File: config.mk
export PLATFORM = sky130hd
export DESIGN_NAME = fetch_pc_unit
export DESIGN_NICKNAME = d
export VERILOG_FILES = /design/src/rtl/fetch_pc_unit_pkg.sv /design/src/rtl/fetch_pc_unit_branch_compare.sv /design/src/rtl/fetch_pc_unit.sv
export SDC_FILE = /design/constraint.sdc
export NUM_CORES = 1
export LEC_CHECK = 0
export ABC_AREA = 1
export BUFFER_PORTS_ARGS = -buffer_cell sky130_fd_sc_hd__buf_2
export CAP_MARGIN = 20
export CORE_UTILIZATION = 52
export DETAILED_ROUTE_END_ITERATION = 8
export PLACE_DENSITY_LB_ADDON = 0.3
export SKIP_CTS_REPAIR_TIMING = 1
export SYNTH_ARGS = -nofsm -noshare
export SYNTH_HDL_FRONTEND = slang
export SYNTH_HIERARCHICAL = 1
export SYNTH_SLANG_ARGS = --single-unit
export TNS_END_PERCENT = 1
File: constraint.sdc
create_clock -name clk -period 13.6 [get_ports clk]
set_clock_uncertainty 0.05 [all_clocks]
set_input_delay 1.36 -clock clk [delete_from_list [all_inputs] [get_ports clk]]
set_output_delay 1.36 -clock clk [all_outputs]
set_load 0.03 [all_outputs]
File: src/rtl/fetch_pc_unit_pkg.sv
// rtl/fetch_pc_unit_pkg.sv - shared fetch-stage types and constants
// Purpose: enums for the fetch FSM and the EX-stage PC control encodings,
//          datapath width selection and the canonical NOP word.
// Ports:   none (package).
package fetch_pc_unit_pkg;

`ifdef BIT_COUNT_64
  localparam int XLEN_DEF = 64;
`else
  localparam int XLEN_DEF = 32;
`endif

  // addi x0, x0, 0
  localparam logic [31:0] NOP_INSTR = 32'h0000_0013;

  typedef enum logic [1:0] {FETCH, HOLD, DROP} fetchState;

  typedef enum logic [1:0] {
    PCp4_I   = 2'd0,
    Jump_R   = 2'd1,
    Jump_C   = 2'd2,
    Branch_C = 2'd3
  } pcSrc_e;

  typedef enum logic [2:0] {
    NO_BRANCH = 3'd0,
    BEQ       = 3'd1,
    BNE       = 3'd2,
    BLT       = 3'd3,
    BGE       = 3'd4,
    BLTU      = 3'd5,
    BGEU      = 3'd6
  } condSrc_e;

endpackage

File: src/rtl/fetch_pc_unit_branch_compare.sv
// rtl/fetch_pc_unit_branch_compare.sv - combinational branch condition evaluator
// Purpose: decides whether a conditional branch in EX is taken.
// Ports:   ex_condSrc (condition select), ex_rs1/ex_rs2 (forwarded operands),
//          taken (condition true; NO_BRANCH and unused codes are never taken).
module fetch_pc_unit_branch_compare
  import fetch_pc_unit_pkg::*;
#(
  parameter int XLEN = XLEN_DEF
) (
  input  logic [2:0]      ex_condSrc,
  input  logic [XLEN-1:0] ex_rs1,
  input  logic [XLEN-1:0] ex_rs2,
  output logic            taken
);

  always_comb begin
    taken = 1'b0;
    case (condSrc_e'(ex_condSrc))
      BEQ:     taken = (ex_rs1 == ex_rs2);
      BNE:     taken = (ex_rs1 != ex_rs2);
      BLT:     taken = ($signed(ex_rs1) <  $signed(ex_rs2));
      BGE:     taken = ($signed(ex_rs1) >= $signed(ex_rs2));
      BLTU:    taken = (ex_rs1 <  ex_rs2);
      BGEU:    taken = (ex_rs1 >= ex_rs2);
      default: taken = 1'b0;
    endcase
  end

endmodule

File: src/rtl/fetch_pc_unit.sv
// rtl/fetch_pc_unit.sv - IF stage: PC ownership, instruction fetch, redirect handling
// Purpose: issues instruction-memory requests at the PC, delivers {instr, pc, pc+4}
//          to IF/ID, resolves EX-stage jumps/branches and redirects the PC.
// Ports:   clk, reset (async, active-high), stall (hold IF/ID and PC);
//          ex_pcSrc/ex_condSrc/ex_rs1/ex_rs2/ex_pcPlusImm/ex_aluAdd (EX control/targets);
//          imem_req/imem_addr out, imem_ready/imem_rdata in (fetch handshake);
//          if_valid/if_instr/if_pc/if_pcPlus4 (IF/ID outputs);
//          flush (squash IF/ID and ID/EX), misaligned (sticky per redirect).
module fetch_pc_unit
  import fetch_pc_unit_pkg::*;
#(
  parameter int              XLEN     = XLEN_DEF,
  parameter logic [XLEN-1:0] RESET_PC = '0
) (
  input  logic            clk,
  input  logic            reset,
  input  logic            stall,
  input  logic [1:0]      ex_pcSrc,
  input  logic [2:0]      ex_condSrc,
  input  logic [XLEN-1:0] ex_rs1,
  input  logic [XLEN-1:0] ex_rs2,
  input  logic [XLEN-1:0] ex_pcPlusImm,
  input  logic [XLEN-1:0] ex_aluAdd,
  output logic            imem_req,
  output logic [XLEN-1:0] imem_addr,
  input  logic            imem_ready,
  input  logic [31:0]     imem_rdata,
  output logic            if_valid,
  output logic [31:0]     if_instr,
  output logic [XLEN-1:0] if_pc,
  output logic [XLEN-1:0] if_pcPlus4,
  output logic            flush,
  output logic            misaligned
);

  localparam logic [XLEN-1:0] PC_STEP    = XLEN'(4);
  localparam logic [XLEN-1:0] ALIGN_MASK = ~XLEN'(1);

  logic            taken;
  logic            redirect;
  logic [XLEN-1:0] target;

  fetchState       state_q, state_d;
  logic            req_en_q;
  logic [XLEN-1:0] pc_q, pc_d;
  logic [31:0]     skid_q, skid_d;
  logic            if_valid_q, if_valid_d;
  logic [31:0]     if_instr_q, if_instr_d;
  logic [XLEN-1:0] if_pc_q, if_pc_d;
  logic [XLEN-1:0] if_pcp4_q, if_pcp4_d;
  logic            mis_q, mis_d;

  fetch_pc_unit_branch_compare #(.XLEN(XLEN)) u_branch_compare (
    .ex_condSrc (ex_condSrc),
    .ex_rs1     (ex_rs1),
    .ex_rs2     (ex_rs2),
    .taken      (taken)
  );

  always_comb begin
    redirect = (ex_pcSrc == Jump_R) || (ex_pcSrc == Jump_C) ||
               ((ex_pcSrc == Branch_C) && taken);
    target   = (ex_pcSrc == Jump_C) ? (ex_aluAdd & ALIGN_MASK) : ex_pcPlusImm;
  end

  always_comb begin
    state_d    = state_q;
    pc_d       = pc_q;
    skid_d     = skid_q;
    if_valid_d = if_valid_q;
    if_instr_d = if_instr_q;
    if_pc_d    = if_pc_q;
    if_pcp4_d  = if_pcp4_q;
    mis_d      = mis_q;
    imem_req   = 1'b0;

    // Unstalled IF/ID drains to a bubble unless a word is presented below.
    if (!stall) if_valid_d = 1'b0;

    case (state_q)
      FETCH: begin
        // req_en_q keeps the request low for the first cycle out of reset.
        imem_req = req_en_q;
        if (req_en_q && imem_ready) begin
          if (redirect) begin
            // Word belongs to the wrong path; dropped.
          end else if (stall) begin
            skid_d  = imem_rdata;
            state_d = HOLD;
          end else begin
            if_valid_d = 1'b1;
            if_instr_d = imem_rdata;
            if_pc_d    = pc_q;
            if_pcp4_d  = pc_q + PC_STEP;
            pc_d       = pc_q + PC_STEP;
          end
        end else if (req_en_q && redirect) begin
          state_d = DROP;
        end
      end
      HOLD: begin
        if (redirect) begin
          state_d = FETCH;
        end else if (!stall) begin
          if_valid_d = 1'b1;
          if_instr_d = skid_q;
          if_pc_d    = pc_q;
          if_pcp4_d  = pc_q + PC_STEP;
          pc_d       = pc_q + PC_STEP;
          state_d    = FETCH;
        end
      end
      DROP: begin
        // The PC already holds the latest target, so it doubles as the target latch.
        if (imem_ready) state_d = FETCH;
      end
      default: state_d = FETCH;
    endcase

    // Redirect wins over stall and over anything captured above.
    if (redirect) begin
      pc_d       = target;
      if_valid_d = 1'b0;
      mis_d      = (target[1:0] != 2'b00);
    end
  end

  always_ff @(posedge clk or posedge reset) begin
    if (reset) begin
      state_q    <= FETCH;
      req_en_q   <= 1'b0;
      pc_q       <= RESET_PC;
      skid_q     <= NOP_INSTR;
      if_valid_q <= 1'b0;
      if_instr_q <= NOP_INSTR;
      if_pc_q    <= RESET_PC;
      if_pcp4_q  <= RESET_PC + PC_STEP;
      mis_q      <= 1'b0;
    end else begin
      state_q    <= state_d;
      req_en_q   <= 1'b1;
      pc_q       <= pc_d;
      skid_q     <= skid_d;
      if_valid_q <= if_valid_d;
      if_instr_q <= if_instr_d;
      if_pc_q    <= if_pc_d;
      if_pcp4_q  <= if_pcp4_d;
      mis_q      <= mis_d;
    end
  end

  assign imem_addr  = pc_q;
  assign if_valid   = if_valid_q;
  assign if_instr   = if_instr_q;
  assign if_pc      = if_pc_q;
  assign if_pcPlus4 = if_pcp4_q;
  assign flush      = redirect;
  assign misaligned = mis_q;

endmodule

# After elaboration in Yosys (flattened, before gate mapping)
# Cells that the tools add are included.
# totals
regBits,165
in_bits,169
output_inout_bits,132
elab_cells,87
# classes
addsub,1
n_lt_le_gt_ge,4
n_eq_ne,24
muxes,34
n_bitwise,1
reduce_logical,14
# op_table
op,count
32-bit 2-to-1 mux,15
32-bit one-hot mux with 2 select lines,4
32-bit >= comparator,2
32-bit less-than comparator,2
32-bit by 3-bit adder with 32-bit output (second input constant),1
32-bit == test,1
32-bit inequality test,1
3-bit inequality test (second input constant),5
2-bit 2-to-1 mux,7
2-bit inequality test (second input constant),6
3-bit == test (second input constant),3
2-bit == test (second input constant),3
3-bit by 2-bit == test with 1-bit output (second input constant),2
1-bit one-hot mux with 6 select lines,1
2-bit one-hot mux with 3 select lines,1
6-bit AND reduction,1
1-bit 2-to-1 mux,5
5-bit AND reduction,1
2-bit by 1-bit == test with 1-bit output (second input constant),2
2-bit AND reduction,2
4-bit AND reduction,1
2-bit nonzero test,2
3-bit by 1-bit == test with 1-bit output (second input constant),1
1-bit logical AND,3
5 further kinds,6

# Depth between registers and ports, before layout
# logic_depth
ltp_word,8
ltp_mapped,26
ltp_nobuf,24

# Cells and area by module
# Netlist, hierarchy kept.
# by_module_without_submodules
mod,n_inst,cells_each,area_per_inst_um2,seq_area_each_um2
fetch_pc_unit,1,925,7927.6,4087.7
fetch_pc_unit_branch_compare,1,168,997.2,0.0

# Worst setup path after synthesis
# Ideal clock, no wire load.
# synth_timing
kind,input-to-output
startpoint,input port ex_rs2[23]
endpoint,output port flush
arrival_time_ps,3006
required_time_ps,12190
path_slack_ps,9184
cell_stages,16
path_buffers,2
path_cell_list,inv_1 -> ha_1 -> nand2_1 -> nor2_1 -> nand4_2 -> nor2_4 -> nand2_1 -> nand2_1 -> nand2_1 -> nand3_1 -> nand2_1 -> nand3_1 -> nand2_1 -> nand2_1 -> buf_6 -> buf_2
# synth_between
elab_chain_len,4
elab_cells_between_ends,9
cone_classes,order compare: 4; eq/ne: 2; mux: 1; reduce/logical: 2
# synth_lines
element,line_no,rtl
start: declaration,fetch_pc_unit.sv:21,"input logic [XLEN-1:0] ex_rs2,"
"32-bit >= comparator, or another cell as far along",fetch_pc_unit_branch_compare.sv:24,BGEU: taken = (ex_rs1 >= ex_rs2);
1-bit one-hot mux with 6 select lines *,fetch_pc_unit_branch_compare.sv:18,case (condSrc_e'(ex_condSrc))
via taken,fetch_pc_unit.sv:39,logic taken;
1-bit logical AND *,fetch_pc_unit.sv:62,((ex_pcSrc == Branch_C) && taken);
1-bit logical OR *,fetch_pc_unit.sv:61,redirect = (ex_pcSrc == Jump_R) || (ex_pcSrc == Jump_C) ||
end: declaration,fetch_pc_unit.sv:32,"output logic flush,"
# The timed path passes the listed nets; every way through them passes the cells marked *.

# Worst setup path after layout
# layout_timing
startpoint,input port ex_rs2[23]
endpoint,register pc_q[4] (netlist: imem_addr[4])
# layout_between
elab_chain_len,6
elab_cells_between_ends,13
cone_classes,order compare: 4; eq/ne: 3; mux: 2; reduce/logical: 4
# layout_lines
element,line_no,rtl
"32-bit >= comparator, or another cell as far along",fetch_pc_unit_branch_compare.sv:24,
1-bit one-hot mux with 6 select lines *,fetch_pc_unit_branch_compare.sv:18,
via taken,fetch_pc_unit.sv:39,
1-bit logical AND *,fetch_pc_unit.sv:62,
1-bit logical OR *,fetch_pc_unit.sv:61,
3-bit inequality test (no source line) or 3-bit nonzero test (tied branches),n/a,
2-bit AND reduction (no source line),n/a,
end signal: assignment,fetch_pc_unit.sv:142,pc_q <= pc_d;
end: declaration,fetch_pc_unit.sv:45,"logic [XLEN-1:0] pc_q, pc_d;"
# Marked as above.
# A chain may end at the register's enable or synchronous reset.

==> key figures <==
Run status
  • Outcome: completed

Clock tree
  • CTS max path bufs: 2
  • CTS root buffer: sky130_fd_sc_hd__clkbuf_16
  • TritonCTS clock tree: done
  • Clock transition at the registers of the reported paths: 0.06 ns
  • Number of levels in the clock H-tree: 4
  • Sink Count: 163
  • Skew-Pair Late Insertion Delay: 0.42 ns
  • TritonCTS buffer count: 17

STA
  • Final sum of negative setup slack: 0 ns
  • Number of max-slew violations in the final report: 0
  • Smallest hold slack: 0.416 ns
  • Final setup violation count: 0
  • Worst-margin pin slew: 1.07 ns
  • Max frequency: 187 MHz
  • Final Hold Violating Endpoints: 0
  • Final cycle utilization of the critical path: 0.393
  • Period minus WS final: 5.34 ns
  • Max-slew headroom: 0.287
  • Setup repair after global routing missed its margin: false

Cells and area
  • Post-layout net count: 1576
  • Final cell count without fillers: 1609
  • Final std cell area, no fill: 11100 um2
  • Proportion of layout cells with a drive suffix above 1: 0.301
  • Layout Area Growth over Synthesis: 24.7%
  • Share of the core filled with cells in the final layout: 0.669

Synth
  • Cell area after synthesis: 8920 um2
  • Count of flip-flops with a built-in enable after synthesis: 0
  • Synthesized area per cell: 8.17 um2
  • Unique cell type count in the Yosys netlist: 39
  • Fraction of synthesized cell area taken by the top area cell type: 0.437
  • Synth Register Bits: 163
  • Cells after synthesis: 1093
  • Ranking of synthesized cells by area: sky130_fd_sc_hd__dfrtp_1 (44%), sky130_fd_sc_hd__nand2_1 (15%), sky130_fd_sc_hd__inv_1 (5.3%)
  • Predominant post-synthesis flop cell: sky130_fd_sc_hd__dfrtp_1
  • Number of nets produced by synthesis: 1297
  • Warning count from the yosys run: 6
  • Sequential cell area fraction in the yosys report: 0.458
  • Post-synth ARST share: 1.00
  • Most area-hungry cell type in the Yosys netlist: sky130_fd_sc_hd__dfrtp_1

Power and ir drop
  • Leakage power: 6.17 nW
  • Worst vdd rail ir drop: 0.000127 V
  • PD cells: 188 nW/um2

Global routing
  • Global routing usage summed across all routing layers: 0.281
  • Global route overflow: 0
  • First-pass GRT wire length: 38900 um
  • Number of antenna violations at the first check in global routing: 4
  • Largest net degree at the start of global routing: 102
  • Via count of the first global-routing pass: 7877

Worst setup path
  • Cell repeated most along the worst path: sky130_fd_sc_hd__nand2_1
  • CP max-delay cell: sky130_fd_sc_hd__nand2_1
  • Maximum fanout encountered on the critical timing path: 25
  • Kind of end point of the critical path: flop
  • Crit-path cells: buf_2, inv_1, ha_1, nand2_1, nor2_1, nand4_2, nor2_4, nand2_2, nand4_2, nand2_1, clkinv_1, nand2_1, nor2_1, nand3_1, nand2_1, nand2_1, buf_4, inv_1, nand2_1, inv_1, o21ai_0
  • Required time worst endpoint: 13.82 ns
  • Critical Path Max Stage Delay: 0.78 ns
  • CP Launch Type: primary input
  • Data arrival time of the worst path: 5.56 ns
  • Critical setup path kind: in2reg

Floorplan
  • Initial core utilization: 0.536
  • Number of core rows: 47
  • Chip width: 133 um
  • Number of ports placed on the die boundary: 301
  • Area of the die: 17700 um2
  • Height of the chip: 133 um
  • Std-Cell Core Area: 16600 um2

Routing
  • Initial drt markers: 499
  • Mean number of vias per cell: 5.14
  • First-pass detailed-route iteration total: 7
  • Post-detailed-route DRC marker count: 0
  • Average routed wire per standard cell: 15.1 um
  • Final antenna-violating net count: 0
  • Routed wire length: 24300 um
  • Routed via count: 8267

Place
  • Detailed placement HPWL: 17500 um
  • Area of placed instances: 10500 um2
  • Count of input and output buffers: 299
  • Cell count after placement: 1572
  • GPL Wtd Cong: 0.850

Run
  • Max-cap viol count: 0

Worst hold path
  • Path type of the worst min-delay path: reg2reg
per-layer routing:
layer / share of wire / global-route usage / wire (um)
met3: 0.070 / 0.0728 / 1700
met1: 0.41 / 0.344 / 10100
met2: 0.49 / 0.470 / 11900
met4: 0.025 / 0.116 / 614
met5: 0 / 0 / 0
cells in the mapped netlist (2+ instances only):
| cell | n |
|---|---|
| sky130_fd_sc_hd__nand2_1 | 363 |
| sky130_fd_sc_hd__dfrtp_1 | 156 |
| sky130_fd_sc_hd__inv_1 | 126 |
| sky130_fd_sc_hd__nor2_1 | 72 |
| sky130_fd_sc_hd__nand3_1 | 62 |
| sky130_fd_sc_hd__o21ai_0 | 45 |
| sky130_fd_sc_hd__ha_1 | 35 |
| sky130_fd_sc_hd__a31oi_1 | 32 |
| sky130_fd_sc_hd__mux2_4 | 29 |
| sky130_fd_sc_hd__buf_2 | 17 |
| sky130_fd_sc_hd__a21oi_1 | 15 |
| sky130_fd_sc_hd__clkbuf_1 | 14 |
| sky130_fd_sc_hd__o211ai_1 | 13 |
| sky130_fd_sc_hd__o22ai_1 | 13 |
| sky130_fd_sc_hd__buf_4 | 10 |
| sky130_fd_sc_hd__nor2_4 | 10 |
| sky130_fd_sc_hd__o21ai_1 | 10 |
| sky130_fd_sc_hd__nand2_2 | 9 |
| sky130_fd_sc_hd__nor2_2 | 8 |
| sky130_fd_sc_hd__dfstp_2 | 7 |
| sky130_fd_sc_hd__buf_6 | 5 |
| sky130_fd_sc_hd__inv_2 | 5 |
| sky130_fd_sc_hd__mux2_2 | 4 |
| sky130_fd_sc_hd__nor3_1 | 4 |
| sky130_fd_sc_hd__o21bai_1 | 4 |
| sky130_fd_sc_hd__and2_1 | 3 |
| sky130_fd_sc_hd__nand2_4 | 3 |
| sky130_fd_sc_hd__o21a_1 | 3 |
| sky130_fd_sc_hd__xnor2_1 | 3 |
| sky130_fd_sc_hd__nand4_1 | 2 |
| sky130_fd_sc_hd__nand4_2 | 2 |
| sky130_fd_sc_hd__o221ai_1 | 2 |
power by group:
| part | internal [mW] | switching (mW) |
|---|---|---|
| Clock | 0.301 | 0.202 |
| Combinational | 0.263 | 0.545 |
| Sequential | 0.666 | 0.119 |
| Total | 1.23 | 0.866 |
worst max-delay path: cells and delay by family:
| kind | cells | cell delay (ns) |
|---|---|---|
| AO/OA/AOI/OAI | 1 | 0.18 |
| adder cells (fa/ha/maj) | 1 | 0.28 |
| buffers and inverters | 6 | 1.81 |
| AND/OR/NAND/NOR | 13 | 1.89 |
placed cells by master, fill, tap and decap left out, types with 3 or more instances in the layout:
cell type	netlist	routed
sky130_fd_sc_hd__a21oi_1	15	15
sky130_fd_sc_hd__a31oi_1	32	32
sky130_fd_sc_hd__and2_1	3	3
sky130_fd_sc_hd__buf_2	17	299
sky130_fd_sc_hd__buf_4	10	6
sky130_fd_sc_hd__bufinv_16	0	3
sky130_fd_sc_hd__clkbuf_16	0	17
sky130_fd_sc_hd__dfrtp_1	156	156
sky130_fd_sc_hd__dfstp_2	7	7
sky130_fd_sc_hd__diode_2	0	4
sky130_fd_sc_hd__ha_1	35	34
sky130_fd_sc_hd__inv_1	126	125
sky130_fd_sc_hd__inv_2	5	5
sky130_fd_sc_hd__mux2_2	4	4
sky130_fd_sc_hd__mux2_4	29	29
sky130_fd_sc_hd__nand2_1	363	363
sky130_fd_sc_hd__nand2_2	9	9
sky130_fd_sc_hd__nand2_4	3	3
sky130_fd_sc_hd__nand3_1	62	62
sky130_fd_sc_hd__nor2_1	72	72
sky130_fd_sc_hd__nor2_2	8	8
sky130_fd_sc_hd__nor2_4	10	10
sky130_fd_sc_hd__nor3_1	4	4
sky130_fd_sc_hd__o211ai_1	13	13
sky130_fd_sc_hd__o21a_1	3	3
sky130_fd_sc_hd__o21ai_0	45	45
sky130_fd_sc_hd__o21ai_1	10	10
sky130_fd_sc_hd__o21bai_1	4	4
sky130_fd_sc_hd__o22ai_1	13	13
sky130_fd_sc_hd__xnor2_1	3	3
flip-flops by register name, indices dropped and copies added (netlist names):
register,cells
skid_q,32
if_pcPlus4,32
req_en_q,1
state_q,2
if_pc,30
imem_addr,32
if_valid,1
if_instr,32
misaligned,1
logic make-up after synthesis:
family / Yosys count / share of synthesized area
AND/OR/NAND/NOR: 540 / 0.258
buffers and inverters: 178 / 0.0857
flip-flops: 163 / 0.458
AO/OA/AOI/OAI: 139 / 0.0914
adder cells (fa/ha/maj): 35 / 0.0491
multiplexers: 33 / 0.0538
XOR/XNOR: 4 / 0.00393
other: 1 / 0.000420
cell type report:
type / count / area (um2)
Antenna cell: 4 / 10.0
Clock buffer: 21 / 460
Clock inverter: 11 / 153
Fill cell: 1437 / 5510
Inverter: 132 / 500
Multi-Input combinational cell: 752 / 4080
Sequential cell: 163 / 4090
Tap cell: 220 / 275
Timing Repair Buffer: 306 / 1570
metrics by stage:
| step | total power, mW | worst slack, ns |
|---|---|---|
| final | 2.10 | 8.26 |
| after global routing | 2.20 | 7.92 |
| after floorplan | 1.34 | 7.80 |
| after CTS | 2.10 | 8.30 |
| after detailed placement | 1.60 | 7.87 |
| after global placement | 1.58 | 7.85 |
path summary, 6_finish.rpt:
check	start	end	depth (start not counted)	slack, ns
worst min register to register	if_pcPlus4[2]$_DFFE_PP1P_	if_pcPlus4[2]$_DFFE_PP1P_	2	0.42
worst max register to register	state_q[1]$_DFFE_PP0P_	imem_addr[12]$_DFFE_PP0P_	6	11.33
worst min-delay path	if_pcPlus4[2]$_DFFE_PP1P_	if_pcPlus4[2]$_DFFE_PP1P_	2	0.42
min in group asynchronous	reset	if_pc[2]$_DFFE_PP0P_	2	1.03
max in group asynchronous	reset	if_instr[8]$_DFFE_PP0P_	3	11.15
worst max-delay path	ex_rs2[23]	imem_addr[4]$_DFFE_PP0P_	21	8.26
No activity file was read; power rests on OpenSTA's default activity.
